==> src/rtl/fmap_stream_gen.sv <==
// Feature-map stimulus source: streams ROWS x COLS x DEPTH frames, NUM_LANES elements per beat.
// Optional running lane checksum enabled by defining FMAP_STREAM_GEN_CHECKSUM_EN.
module fmap_stream_gen #(
    parameter int ROWS       = 25,
    parameter int COLS       = 25,
    parameter int DEPTH      = 8,
    parameter int NUM_LANES  = 4,
    parameter int DATA_WIDTH = 16
) (
    input  logic                            clk,
    input  logic                            rst_n,
    input  logic                            start,
    input  logic                            abort,
    input  logic [1:0]                      mode,
    input  logic [DATA_WIDTH-1:0]           seed,
    input  logic [15:0]                     num_frames,
    output logic                            busy,
    output logic                            done,
    output logic                            m_valid,
    input  logic                            m_ready,
    output logic [NUM_LANES*DATA_WIDTH-1:0] m_data,
    output logic                            m_first,
    output logic                            m_last_col,
    output logic                            m_last_row,
    output logic                            m_last_frame,
    output logic [31:0]                     checksum
);

    localparam int DG_N = DEPTH / NUM_LANES;
    localparam int DG_W = (DG_N > 1) ? $clog2(DG_N) : 1;
    localparam int C_W  = (COLS > 1) ? $clog2(COLS) : 1;
    localparam int R_W  = (ROWS > 1) ? $clog2(ROWS) : 1;

    typedef enum logic [1:0] {
        S_IDLE = 2'd0,
        S_RUN  = 2'd1,
        S_DONE = 2'd2
    } state_t;

    state_t                  state_reg, state_next;
    logic [DG_W-1:0]         dg_reg, dg_next;
    logic [C_W-1:0]          c_reg, c_next;
    logic [R_W-1:0]          r_reg, r_next;
    logic [15:0]             f_reg, f_next;
    logic [31:0]             e_reg, e_next;
    logic [15:0]             lfsr_reg, lfsr_next;
    logic [1:0]              mode_reg;
    logic [DATA_WIDTH-1:0]   seed_reg;
    logic [15:0]             frames_reg;
    logic [15:0]             seed16;

    logic run, beat_ok, start_ok;
    logic dg_wrap, c_wrap, r_wrap, f_wrap;

    assign seed16   = 16'(seed);
    assign run      = (state_reg == S_RUN);
    assign beat_ok  = run && m_ready;
    assign start_ok = (state_reg == S_IDLE) && start;

    assign dg_wrap = (dg_reg == DG_W'(DG_N - 1));
    assign c_wrap  = (c_reg == C_W'(COLS - 1));
    assign r_wrap  = (r_reg == R_W'(ROWS - 1));
    assign f_wrap  = (f_reg == frames_reg - 16'd1);

    always_ff @(posedge clk or negedge rst_n) begin
        if (!rst_n) begin
            state_reg  <= S_IDLE;
            dg_reg     <= '0;
            c_reg      <= '0;
            r_reg      <= '0;
            f_reg      <= '0;
            e_reg      <= '0;
            lfsr_reg   <= '0;
            mode_reg   <= '0;
            seed_reg   <= '0;
            frames_reg <= '0;
        end else begin
            state_reg <= state_next;
            dg_reg    <= dg_next;
            c_reg     <= c_next;
            r_reg     <= r_next;
            f_reg     <= f_next;
            e_reg     <= e_next;
            lfsr_reg  <= lfsr_next;
            if (start_ok) begin
                mode_reg   <= mode;
                seed_reg   <= seed;
                frames_reg <= num_frames;
            end
        end
    end

    always_comb begin
        state_next = state_reg;
        dg_next    = dg_reg;
        c_next     = c_reg;
        r_next     = r_reg;
        f_next     = f_reg;
        e_next     = e_reg;
        lfsr_next  = lfsr_reg;
        case (state_reg)
            S_IDLE: begin
                if (start) begin
                    state_next = (num_frames != 16'd0) ? S_RUN : S_DONE;
                    dg_next    = '0;
                    c_next     = '0;
                    r_next     = '0;
                    f_next     = '0;
                    e_next     = '0;
                    lfsr_next  = (seed16 == 16'd0) ? 16'd1 : seed16;
                end
            end
            S_RUN: begin
                if (beat_ok) begin
                    // Galois LFSR, taps 0xB400; free-runs across frame boundaries
                    lfsr_next = lfsr_reg[0] ? ((lfsr_reg >> 1) ^ 16'hB400) : (lfsr_reg >> 1);
                    e_next    = e_reg + 32'(NUM_LANES);
                    dg_next   = dg_wrap ? '0 : dg_reg + DG_W'(1);
                    if (dg_wrap) begin
                        c_next = c_wrap ? '0 : c_reg + C_W'(1);
                        if (c_wrap) begin
                            r_next = r_wrap ? '0 : r_reg + R_W'(1);
                            if (r_wrap) begin
                                e_next = '0;
                                f_next = f_wrap ? '0 : f_reg + 16'd1;
                                if (f_wrap)
                                    state_next = S_DONE;
                            end
                        end
                    end
                end
                if (abort) begin
                    state_next = S_IDLE;
                    dg_next    = '0;
                    c_next     = '0;
                    r_next     = '0;
                    f_next     = '0;
                    e_next     = '0;
                end
            end
            S_DONE: state_next = S_IDLE;
            default: state_next = S_IDLE;
        endcase
    end

    assign busy         = (state_reg != S_IDLE);
    assign done         = (state_reg == S_DONE);
    assign m_valid      = run;
    assign m_first      = run && (r_reg == '0) && (c_reg == '0) && (dg_reg == '0);
    assign m_last_col   = run && c_wrap && dg_wrap;
    assign m_last_row   = m_last_col && r_wrap;
    assign m_last_frame = m_last_row && f_wrap;

    // Lane values are forced to zero outside RUN so idle outputs read as reset state
    for (genvar gi = 0; gi < NUM_LANES; gi++) begin : g_lane
        logic [DATA_WIDTH-1:0] val;
        always_comb begin
            val = '0;
            if (run) begin
                case (mode_reg)
                    2'd0:    val = seed_reg + DATA_WIDTH'(e_reg) + DATA_WIDTH'(gi);
                    2'd1:    val = seed_reg;
                    2'd2:    val = DATA_WIDTH'(lfsr_reg ^ 16'(gi));
                    default: val = DATA_WIDTH'(f_reg);
                endcase
            end
        end
        assign m_data[gi*DATA_WIDTH +: DATA_WIDTH] = val;
    end

`ifdef FMAP_STREAM_GEN_CHECKSUM_EN
    logic [31:0] sum_reg;
    logic [31:0] beat_sum;

    always_comb begin
        beat_sum = '0;
        for (int l = 0; l < NUM_LANES; l++)
            beat_sum = beat_sum + 32'(m_data[l*DATA_WIDTH +: DATA_WIDTH]);
    end

    always_ff @(posedge clk or negedge rst_n) begin
        if (!rst_n)
            sum_reg <= '0;
        else if (start_ok)
            sum_reg <= '0;
        else if (beat_ok)
            sum_reg <= sum_reg + beat_sum;
    end

    assign checksum = sum_reg;
`else
    assign checksum = '0;
`endif

endmodule
==> config.mk <==
export PLATFORM = sky130hd
export DESIGN_NAME = fmap_stream_gen
export DESIGN_NICKNAME = d
export VERILOG_FILES = /design/src/rtl/fmap_stream_gen.sv
export SDC_FILE = /design/constraint.sdc
export NUM_CORES = 1
export LEC_CHECK = 0
export BUFFER_PORTS_ARGS = -buffer_cell sky130_fd_sc_hd__buf_2
export CORE_MARGIN = 2
export CORE_UTILIZATION = 35
export CTS_CLUSTER_DIAMETER = 30
export CTS_CLUSTER_SIZE = 28
export DETAILED_ROUTE_END_ITERATION = 7
export PLACE_DENSITY_LB_ADDON = 0.2
export SLEW_MARGIN = 10
export SYNTH_ARGS = -nofsm -noshare
export SYNTH_HDL_FRONTEND = slang
export SYNTH_SLANG_ARGS = --single-unit
==> constraint.sdc <==
create_clock -name clk -period 4.27 [get_ports clk]
set_clock_uncertainty 0.05 [all_clocks]
set_input_delay 0.427 -clock clk [delete_from_list [all_inputs] [get_ports clk]]
set_output_delay 0.427 -clock clk [all_outputs]
set_load 0.02 [all_outputs]
==> results of run 1 <==
[worst paths after layout]
kind	cells after the start	slack, ps	end
setup / recovery	11	210	m_data[30]
hold / removal	1	140	lfsr_reg[15]$_DFFE_PN0P_
setup reg to reg	10	920	f_reg[0]$_DFFE_PN0P_
hold reg to reg	2	470	lfsr_reg[9]$_DFFE_PN0P_
max in group asynchronous	2	3080	lfsr_reg[7]$_DFFE_PN0P_
min in group clk	3	240	frames_reg[8]$_DFFE_PN0P_
[logic make-up (layout without fill, tap and decap cells)]
kind of cell               Yosys count  in the layout  share of synthesized area
and+or+nand+nor                    350            350                      0.225
AOI/OAI and AO/OA                  252            252                      0.199
buffers and inverters              108            176                     0.0732
DFF                                 93             93                      0.303
xor gates and xnor gates            81             81                     0.0922
muxes                               49             49                     0.0685
adders and majority gates           24             24                     0.0390
other                                1             34                   0.000487
[what timing repair did]
item	4_1_cts	5_1_grt
endpoints found under the setup margin	0	4
resized for setup	0	6
buffers inserted	0	4
endpoints found under the hold margin	0	0
[worst reg2reg max path, delay by kind of cell, from the launching register on]
kind | cells | cell delay (ps)
and+or+nand+nor | 4 | 1630
muxes | 1 | 270
AOI/OAI and AO/OA | 3 | 450
buffers and inverters | 1 | 120
adders and majority gates | 1 | 330
DFF | 1 | 440
[Yosys cell counts, types with 2 or more instances]
master | instances | area (um^2)
sky130_fd_sc_hd__and3_1 | 26 | 163
sky130_fd_sc_hd__mux2i_1 | 20 | 200
sky130_fd_sc_hd__o22ai_1 | 4 | 25.0
sky130_fd_sc_hd__o2bb2ai_1 | 2 | 17.5
sky130_fd_sc_hd__buf_6 | 2 | 22.5
sky130_fd_sc_hd__a221oi_1 | 14 | 123
sky130_fd_sc_hd__ha_1 | 24 | 300
sky130_fd_sc_hd__o31ai_1 | 11 | 82.6
sky130_fd_sc_hd__nor2b_1 | 13 | 81.3
sky130_fd_sc_hd__o21a_1 | 3 | 22.5
sky130_fd_sc_hd__nor4_1 | 18 | 113
sky130_fd_sc_hd__nand2b_1 | 12 | 75.1
sky130_fd_sc_hd__inv_1 | 20 | 75.1
sky130_fd_sc_hd__or4_4 | 2 | 22.5
sky130_fd_sc_hd__nand4_1 | 15 | 93.8
sky130_fd_sc_hd__a211oi_1 | 14 | 105
sky130_fd_sc_hd__o21ai_0 | 86 | 430
sky130_fd_sc_hd__buf_2 | 2 | 10.0
sky130_fd_sc_hd__or3_1 | 8 | 50.1
sky130_fd_sc_hd__nand2_1 | 97 | 364
sky130_fd_sc_hd__clkbuf_1 | 47 | 176
sky130_fd_sc_hd__xor2_1 | 42 | 368
sky130_fd_sc_hd__o21bai_1 | 3 | 22.5
sky130_fd_sc_hd__and2_1 | 9 | 56.3
sky130_fd_sc_hd__nand3b_1 | 2 | 15.0
sky130_fd_sc_hd__a21oi_1 | 73 | 365
sky130_fd_sc_hd__a21o_1 | 7 | 52.6
sky130_fd_sc_hd__a31oi_1 | 3 | 18.8
sky130_fd_sc_hd__a22oi_1 | 7 | 52.6
sky130_fd_sc_hd__or4_1 | 5 | 37.5
sky130_fd_sc_hd__nor3b_1 | 3 | 22.5
sky130_fd_sc_hd__o21ai_1 | 3 | 15.0
sky130_fd_sc_hd__dfrtp_1 | 93 | 2330
sky130_fd_sc_hd__a31o_2 | 2 | 17.5
sky130_fd_sc_hd__xnor2_1 | 39 | 342
sky130_fd_sc_hd__nor2_1 | 92 | 345
sky130_fd_sc_hd__or2_2 | 2 | 12.5
sky130_fd_sc_hd__a41oi_1 | 4 | 35.0
sky130_fd_sc_hd__a22o_1 | 9 | 78.8
sky130_fd_sc_hd__nor3_1 | 21 | 105
sky130_fd_sc_hd__nor4b_1 | 2 | 17.5
sky130_fd_sc_hd__buf_4 | 34 | 255
sky130_fd_sc_hd__mux2_2 | 29 | 327
sky130_fd_sc_hd__nand3_1 | 14 | 70.1
[metrics by stage]
stage          instance area, um^2  hold slack, ps  power [W]  worst slack [ps]   util
2_1_floorplan                 7810            81.4    0.00489               276      -
3_3_place_gp                  8430             447    0.00637               456  0.389
3_5_place_dp                  8430             456    0.00641               400  0.389
4_1_cts                       8740             174    0.00727              9.46  0.403
5_1_grt                       8790             206    0.00787              30.7  0.405
6_report                      8790             143    0.00730               211  0.405
[cell type report]
| class | count | area share |
|---|---|---|
| sequential | 93 | 0.265 |
| tap | 280 | 0.0398 |
| inverter | 20 | 0.00854 |
| multi-input combinational | 788 | 0.563 |
| clock inverter | 3 | 0.00498 |
| clock buffer | 13 | 0.0296 |
| antenna | 2 | 0.000569 |
| timing repair buffer | 140 | 0.0888 |
[power groups by stage]
stage	Sequential (W)	Combinational, W	Clock [W]
2_1_floorplan	0.00136	0.00353	0
3_3_place_gp	0.00159	0.00478	0
3_5_place_dp	0.00161	0.00480	0
4_1_cts	0.00159	0.00482	0.000864
5_1_grt	0.00165	0.00533	0.000900
6_report	0.00160	0.00486	0.000841
[per-layer routing]
layer | wire length [um] | part of all wire | vias up
li1 | - | - | 3558
met1 | 11800 | 0.49 | 3440
met2 | 10400 | 0.43 | 258
met3 | 1630 | 0.067 | 21
met4 | 384 | 0.016 | 2
met5 | 13 | 0.00054 | -
==> metrics.txt, run 1 <==
# TYPE chip_impl_metric gauge
chip_impl_metric{name="syn2layout_area_growth",unit="%"} 14.3
chip_impl_metric{name="clockPowerShare",unit=""} 0.115
chip_impl_metric{name="die_y",unit="um"} 152
chip_impl_info{name="ctsRootBufferMaster",value="sky130_fd_sc_hd__clkbuf_16"} 1
chip_impl_metric{name="timing.max_slew.rel_slack",unit=""} 0.279
chip_impl_metric{name="synth-edff-count",unit=""} 0
chip_impl_metric{name="yosysSeqAreaShare",unit=""} 0.303
chip_impl_metric{name="cts_buffer_depth",unit=""} 2
chip_impl_metric{name="share_of_power_burned_in_registers",unit=""} 0.220
chip_impl_info{name="worst_setup_path_startpoint",value="e_reg[6]$_DFFE_PN0P_"} 1
chip_impl_metric{name="cts.htree.levels",unit=""} 3
chip_impl_metric{name="cts.clk_slew.worst_paths",unit="ps"} 70
chip_impl_metric{name="portBuffers",unit=""} 109
chip_impl_info{name="layout_commonest_cell",value="sky130_fd_sc_hd__buf_2"} 1
chip_impl_info{name="status",value="complete, no violations"} 1
chip_impl_metric{name="effective_utilization_at_floorplan",unit=""} 0.355
chip_impl_info{name="r2r-start",value="frames_reg[0]$_DFFE_PN0P_"} 1
chip_impl_metric{name="grtUsageMet3",unit=""} 0.0373
chip_impl_metric{name="boundaryPins",unit=""} 142
chip_impl_metric{name="grt_use_met1",unit=""} 0.306
chip_impl_metric{name="ant_nets",unit=""} 0
chip_impl_metric{name="register_area",unit="um^2"} 2330
chip_impl_metric{name="vdd.ir_drop.worst",unit="mV"} 0.281
chip_impl_info{name="crit_family",value="simple AND/OR/NAND/NOR gates"} 1
chip_impl_metric{name="synthesis.area",unit="um^2"} 7690
chip_impl_metric{name="dr.first_iter.drc_count",unit=""} 499
chip_impl_metric{name="sw_frac_of_total",unit=""} 0.532
chip_impl_metric{name="clkSinkCount",unit=""} 93
chip_impl_info{name="worst_setup_path_start_kind",value="flop"} 1
chip_impl_metric{name="achievable-frequency",unit="GHz"} 0.246
chip_impl_info{name="rsz0062_at_grt",value="no"} 1
chip_impl_metric{name="static-leakage-power",unit="nW"} 3.94
chip_impl_metric{name="wirelength",unit="um"} 24200
chip_impl_metric{name="grt.total_usage",unit=""} 0.207
chip_impl_metric{name="worstPathArrival",unit="ps"} 3580
chip_impl_info{name="hold_path_class",value="in -> async"} 1
chip_impl_metric{name="switching_power",unit="W"} 0.00388
chip_impl_metric{name="finalNonFillerCells",unit=""} 1339
chip_impl_metric{name="avgViaCountPerCell",unit=""} 5.44
chip_impl_metric{name="clock_latency",unit="ps"} 350
chip_impl_info{name="critPathCaptureType",value="primary output"} 1
chip_impl_metric{name="cellPowerDensity",unit="nW/um^2"} 830
chip_impl_metric{name="timing.final.setup_violations",unit=""} 0
chip_impl_metric{name="post_route_cells_drive_above_1_share",unit=""} 0.192
chip_impl_info{name="synth_ff_type",value="sky130_fd_sc_hd__dfrtp_1"} 1
chip_impl_metric{name="cts_inserted_buffers",unit=""} 9
chip_impl_metric{name="globalplace.congestion",unit=""} 0.907
chip_impl_metric{name="synthesis.instances",unit=""} 958
chip_impl_metric{name="max_slew.worst_pin.slew",unit="ps"} 1080
chip_impl_metric{name="drv.max_cap_violation_count",unit=""} 0
chip_impl_metric{name="antenna_found_initial",unit=""} 3
chip_impl_metric{name="total_placed_cells_including_tap_cells",unit=""} 1317
chip_impl_metric{name="pwr-share-comb",unit=""} 0.665
chip_impl_metric{name="int_power",unit="W"} 0.00342
chip_impl_metric{name="syn-mean-instance-area",unit="um^2"} 8.03
chip_impl_metric{name="global_route_wire_length_before_repair",unit="um"} 38400
chip_impl_metric{name="timing.setup.tns",unit="ps"} 0
chip_impl_metric{name="worstPathBufferInverterCount",unit=""} 2
chip_impl_info{name="timing_worst_setup_path_type",value="reg -> out"} 1
chip_impl_metric{name="critPathRequiredTime",unit="ps"} 3790
chip_impl_info{name="busiest_layer",value="met2"} 1
chip_impl_metric{name="grt_start_max_net_pins",unit=""} 65
chip_impl_info{name="crit_slowest_cell",value="sky130_fd_sc_hd__or4_1"} 1
chip_impl_metric{name="multi_input_area",unit="um^2"} 4950
chip_impl_metric{name="critical_path_peak_fanout",unit=""} 8
chip_impl_metric{name="first_global_vias",unit=""} 6673
chip_impl_metric{name="drcViolationCount",unit=""} 0
chip_impl_metric{name="firstDrtPassIters",unit=""} 5
chip_impl_metric{name="finalCriticalPeriod",unit="ps"} 4060
chip_impl_metric{name="via_count",unit=""} 7279
chip_impl_metric{name="rows",unit=""} 54
chip_impl_metric{name="synth.ff_latch_count",unit=""} 93
chip_impl_metric{name="synth_cell_type_count",unit=""} 64
chip_impl_metric{name="dieArea",unit="um^2"} 23200
chip_impl_metric{name="ys_warn_count",unit=""} 0
chip_impl_metric{name="detailedPlacementHpwl",unit="um"} 19000
chip_impl_metric{name="timing.final.hold_violations",unit=""} 0
chip_impl_info{name="cts_tree",value="done"} 1
chip_impl_metric{name="fp.coreArea",unit="um^2"} 21700
chip_impl_info{name="crit_path_cell_trace",value="ha_2 > nand3_1 > o2bb2ai_1 > buf_4 > o31a_1 > o22ai_1 > nand2b_1 > or4_1 > or2_2 > a221oi_1 > buf_2"} 1
chip_impl_metric{name="period_share",unit=""} 0.951
chip_impl_info{name="most-common-layout-cells",value="sky130_fd_sc_hd__buf_2 (108), sky130_fd_sc_hd__nand2_1 (97), sky130_fd_sc_hd__dfrtp_1 (93), sky130_fd_sc_hd__nor2_1 (91), sky130_fd_sc_hd__o21ai_0 (86)"} 1
chip_impl_metric{name="die_w",unit="um"} 152
chip_impl_metric{name="grt_util_met2",unit=""} 0.311
chip_impl_metric{name="drv_slew",unit=""} 0
chip_impl_metric{name="slowest_delay",unit="ps"} 530
chip_impl_metric{name="avgRoutedWirePerCell",unit="um"} 18.1
chip_impl_metric{name="synthArstFlopShare",unit=""} 1.00
chip_impl_metric{name="cts_hold_repair.buffers",unit=""} 0
chip_impl_metric{name="final_nets",unit=""} 1115
chip_impl_metric{name="fillers",unit=""} 2201
chip_impl_metric{name="grt_overflow",unit=""} 0
No activity file was read; power rests on OpenSTA's default activity.
==> run 2, diff against run 1 <==
--- a/config.mk
+++ b/config.mk
@@ -6,6 +6,7 @@
 export NUM_CORES = 1
 export LEC_CHECK = 0
 export BUFFER_PORTS_ARGS = -buffer_cell sky130_fd_sc_hd__buf_2
+export CORE_ASPECT_RATIO = 1.25
 export CORE_MARGIN = 2
 export CORE_UTILIZATION = 35
 export CTS_CLUSTER_DIAMETER = 30
==> metrics.txt, run 2 (synthesis gave the netlist of run 1 again) <==
# TYPE chip_impl_metric gauge
chip_impl_metric{name="cts.htree.levels",unit=""} 3
chip_impl_metric{name="portBuffers",unit=""} 109
chip_impl_metric{name="drv.max_cap_violation_count",unit=""} 0
chip_impl_metric{name="timing.final.setup_violations",unit=""} 0
chip_impl_info{name="status",value="complete, no violations"} 1
chip_impl_metric{name="cts.clk_slew.worst_paths",unit="ps"} 70
chip_impl_metric{name="global_route_wire_length_before_repair",unit="um"} 36500
chip_impl_metric{name="post_route_cells_drive_above_1_share",unit=""} 0.190
chip_impl_info{name="critPathCaptureType",value="primary output"} 1
chip_impl_metric{name="boundaryPins",unit=""} 142
chip_impl_metric{name="grt_util_met2",unit=""} 0.335
chip_impl_metric{name="grt_use_met1",unit=""} 0.267
chip_impl_metric{name="globalplace.congestion",unit=""} 0.902
chip_impl_metric{name="finalCriticalPeriod",unit="ps"} 4080
chip_impl_metric{name="static-leakage-power",unit="nW"} 3.94
chip_impl_metric{name="clkSinkCount",unit=""} 93
chip_impl_metric{name="fin_worst_hold_slack",unit="ps"} 167
chip_impl_metric{name="cts_hold_repair.buffers",unit=""} 0
chip_impl_metric{name="avgRoutedWirePerCell",unit="um"} 17.3
chip_impl_info{name="most-common-layout-cells",value="sky130_fd_sc_hd__buf_2 (108), sky130_fd_sc_hd__nand2_1 (97), sky130_fd_sc_hd__dfrtp_1 (93), sky130_fd_sc_hd__nor2_1 (90), sky130_fd_sc_hd__o21ai_0 (85)"} 1
chip_impl_metric{name="critPathRequiredTime",unit="ps"} 3790
chip_impl_metric{name="die_y",unit="um"} 170
chip_impl_info{name="ctsRootBufferMaster",value="sky130_fd_sc_hd__clkbuf_16"} 1
chip_impl_metric{name="grt_start_max_net_pins",unit=""} 73
chip_impl_metric{name="firstDrtPassIters",unit=""} 5
chip_impl_metric{name="register_area",unit="um^2"} 2330
chip_impl_metric{name="syn2layout_area_growth",unit="%"} 14.4
chip_impl_metric{name="avgViaCountPerCell",unit=""} 5.43
chip_impl_metric{name="grt.total_usage",unit=""} 0.200
chip_impl_metric{name="fillers",unit=""} 2182
chip_impl_metric{name="detailedPlace.worstSlack",unit="ps"} 437
chip_impl_metric{name="period_share",unit=""} 0.955
chip_impl_metric{name="fp.coreArea",unit="um^2"} 21500
chip_impl_metric{name="antenna_cells",unit=""} 0
chip_impl_metric{name="first_global_vias",unit=""} 6806
chip_impl_metric{name="achievable-frequency",unit="GHz"} 0.245
chip_impl_metric{name="cts_buffer_depth",unit=""} 2
chip_impl_metric{name="drcViolationCount",unit=""} 0
chip_impl_metric{name="ant_nets",unit=""} 0
chip_impl_metric{name="timing.final.hold_violations",unit=""} 0
chip_impl_metric{name="cts_resized",unit=""} 0
chip_impl_info{name="busiest_layer",value="met2"} 1
chip_impl_metric{name="rows",unit=""} 60
chip_impl_metric{name="drv_slew",unit=""} 0
chip_impl_metric{name="cellPowerDensity",unit="nW/um^2"} 830
chip_impl_metric{name="layout_setup_ws",unit="ps"} 192
chip_impl_info{name="hold_path_class",value="in -> async"} 1
chip_impl_metric{name="fin_util",unit=""} 0.408
chip_impl_metric{name="wirelength",unit="um"} 23000
chip_impl_metric{name="max_slew.worst_pin.slew",unit="ps"} 919
chip_impl_info{name="layout_commonest_cell",value="sky130_fd_sc_hd__buf_2"} 1
chip_impl_metric{name="clock_latency",unit="ps"} 350
chip_impl_metric{name="postCtsSetupRepairBufs",unit=""} 0
chip_impl_metric{name="grt_overflow",unit=""} 0
chip_impl_metric{name="dr.first_iter.drc_count",unit=""} 502
chip_impl_metric{name="final_nets",unit=""} 1110
chip_impl_metric{name="worstPathArrival",unit="ps"} 3600
chip_impl_metric{name="via_count",unit=""} 7219
chip_impl_metric{name="dieArea",unit="um^2"} 23200
chip_impl_metric{name="grtUsageMet3",unit=""} 0.0245
chip_impl_info{name="cts_tree",value="done"} 1
chip_impl_info{name="worst_setup_path_start_kind",value="flop"} 1
chip_impl_metric{name="antenna_found_initial",unit=""} 0
chip_impl_metric{name="multi_input_area",unit="um^2"} 4960
chip_impl_metric{name="effective_utilization_at_floorplan",unit=""} 0.357
chip_impl_metric{name="critical_path_peak_fanout",unit=""} 5
chip_impl_metric{name="die_w",unit="um"} 137
chip_impl_metric{name="cts_inserted_buffers",unit=""} 9
chip_impl_info{name="timing_worst_setup_path_type",value="reg -> out"} 1
chip_impl_metric{name="vdd.ir_drop.worst",unit="mV"} 0.534
chip_impl_metric{name="timing.max_slew.rel_slack",unit=""} 0.387
chip_impl_metric{name="detailedPlacementHpwl",unit="um"} 18100
==> run 2: changes by cell type in the layout (fill, tap and decap cells not counted), sizes merged <==
cell / delta
buf: -5
bufinv: +2
clkbuf: -3
clkinv: -1
diode: -2
inv: +1
==> run 2: metal layers <==
metal,routed length [um],vias to the layer above
met4,552,0
met3,1160,27
met2,11100,236
met5,0,-
met1,10200,3408
li1,-,3548
==> run 2: where the power goes <==
group / switching, W / internal, W
Sequential: 0.000397 / 0.00116
Clock: 0.000364 / 0.000589
Combinational: 0.00304 / 0.00175
Total: 0.00381 / 0.00350
==> run 2: cell type report <==
class | instances | share of cell area
tap | 279 | 0.0397
sequential | 93 | 0.265
multi-input combinational | 788 | 0.563
timing repair buffer | 135 | 0.0845
clock inverter | 5 | 0.0122
inverter | 20 | 0.00853
clock buffer | 10 | 0.0272
==> run 2: stage by stage <==
stage	setup TNS, ps	cell area (um^2)	instances	total power, W
finish	0	8800	1330	0.00730
global route	-24.5	8800	1330	0.00791
CTS	0	8770	1330	0.00732
detailed placement	0	8430	1315	0.00634
global placement	0	8430	1315	0.00631
floorplan	0	7810	989	0.00489
==> run 2: path summary, 6_finish.rpt <==
kind                                      startpoint  slack, ps                       to  depth (start not counted)
min in group clk                             mode[1]        230  mode_reg[1]$_DFFE_PN0P_                          3
setup reg to reg           frames_reg[0]$_DFFE_PN0P_        900     f_reg[0]$_DFFE_PN0P_                         10
setup / recovery                e_reg[4]$_DFFE_PN0P_        190               m_data[30]                         11
hold reg to reg              lfsr_reg[9]$_DFFE_PN0P_        460  lfsr_reg[9]$_DFFE_PN0P_                          2
max in group asynchronous                      rst_n       3120     e_reg[9]$_DFFE_PN0P_                          2
hold / removal                                 rst_n        170     c_reg[3]$_DFFE_PN0P_                          1
==> run 2: critical path, cell delays in order, from the launching register on <==
cell and delay (ps):
sky130_fd_sc_hd__dfrtp_1 420, sky130_fd_sc_hd__ha_1 440, sky130_fd_sc_hd__nand3_1 170, sky130_fd_sc_hd__o2bb2ai_2 250, sky130_fd_sc_hd__buf_4 170, sky130_fd_sc_hd__o31a_1 180
sky130_fd_sc_hd__o22ai_1 110, sky130_fd_sc_hd__nand2b_1 230, sky130_fd_sc_hd__or4_1 520, sky130_fd_sc_hd__or2_2 290, sky130_fd_sc_hd__a221oi_1 230, sky130_fd_sc_hd__buf_2 220
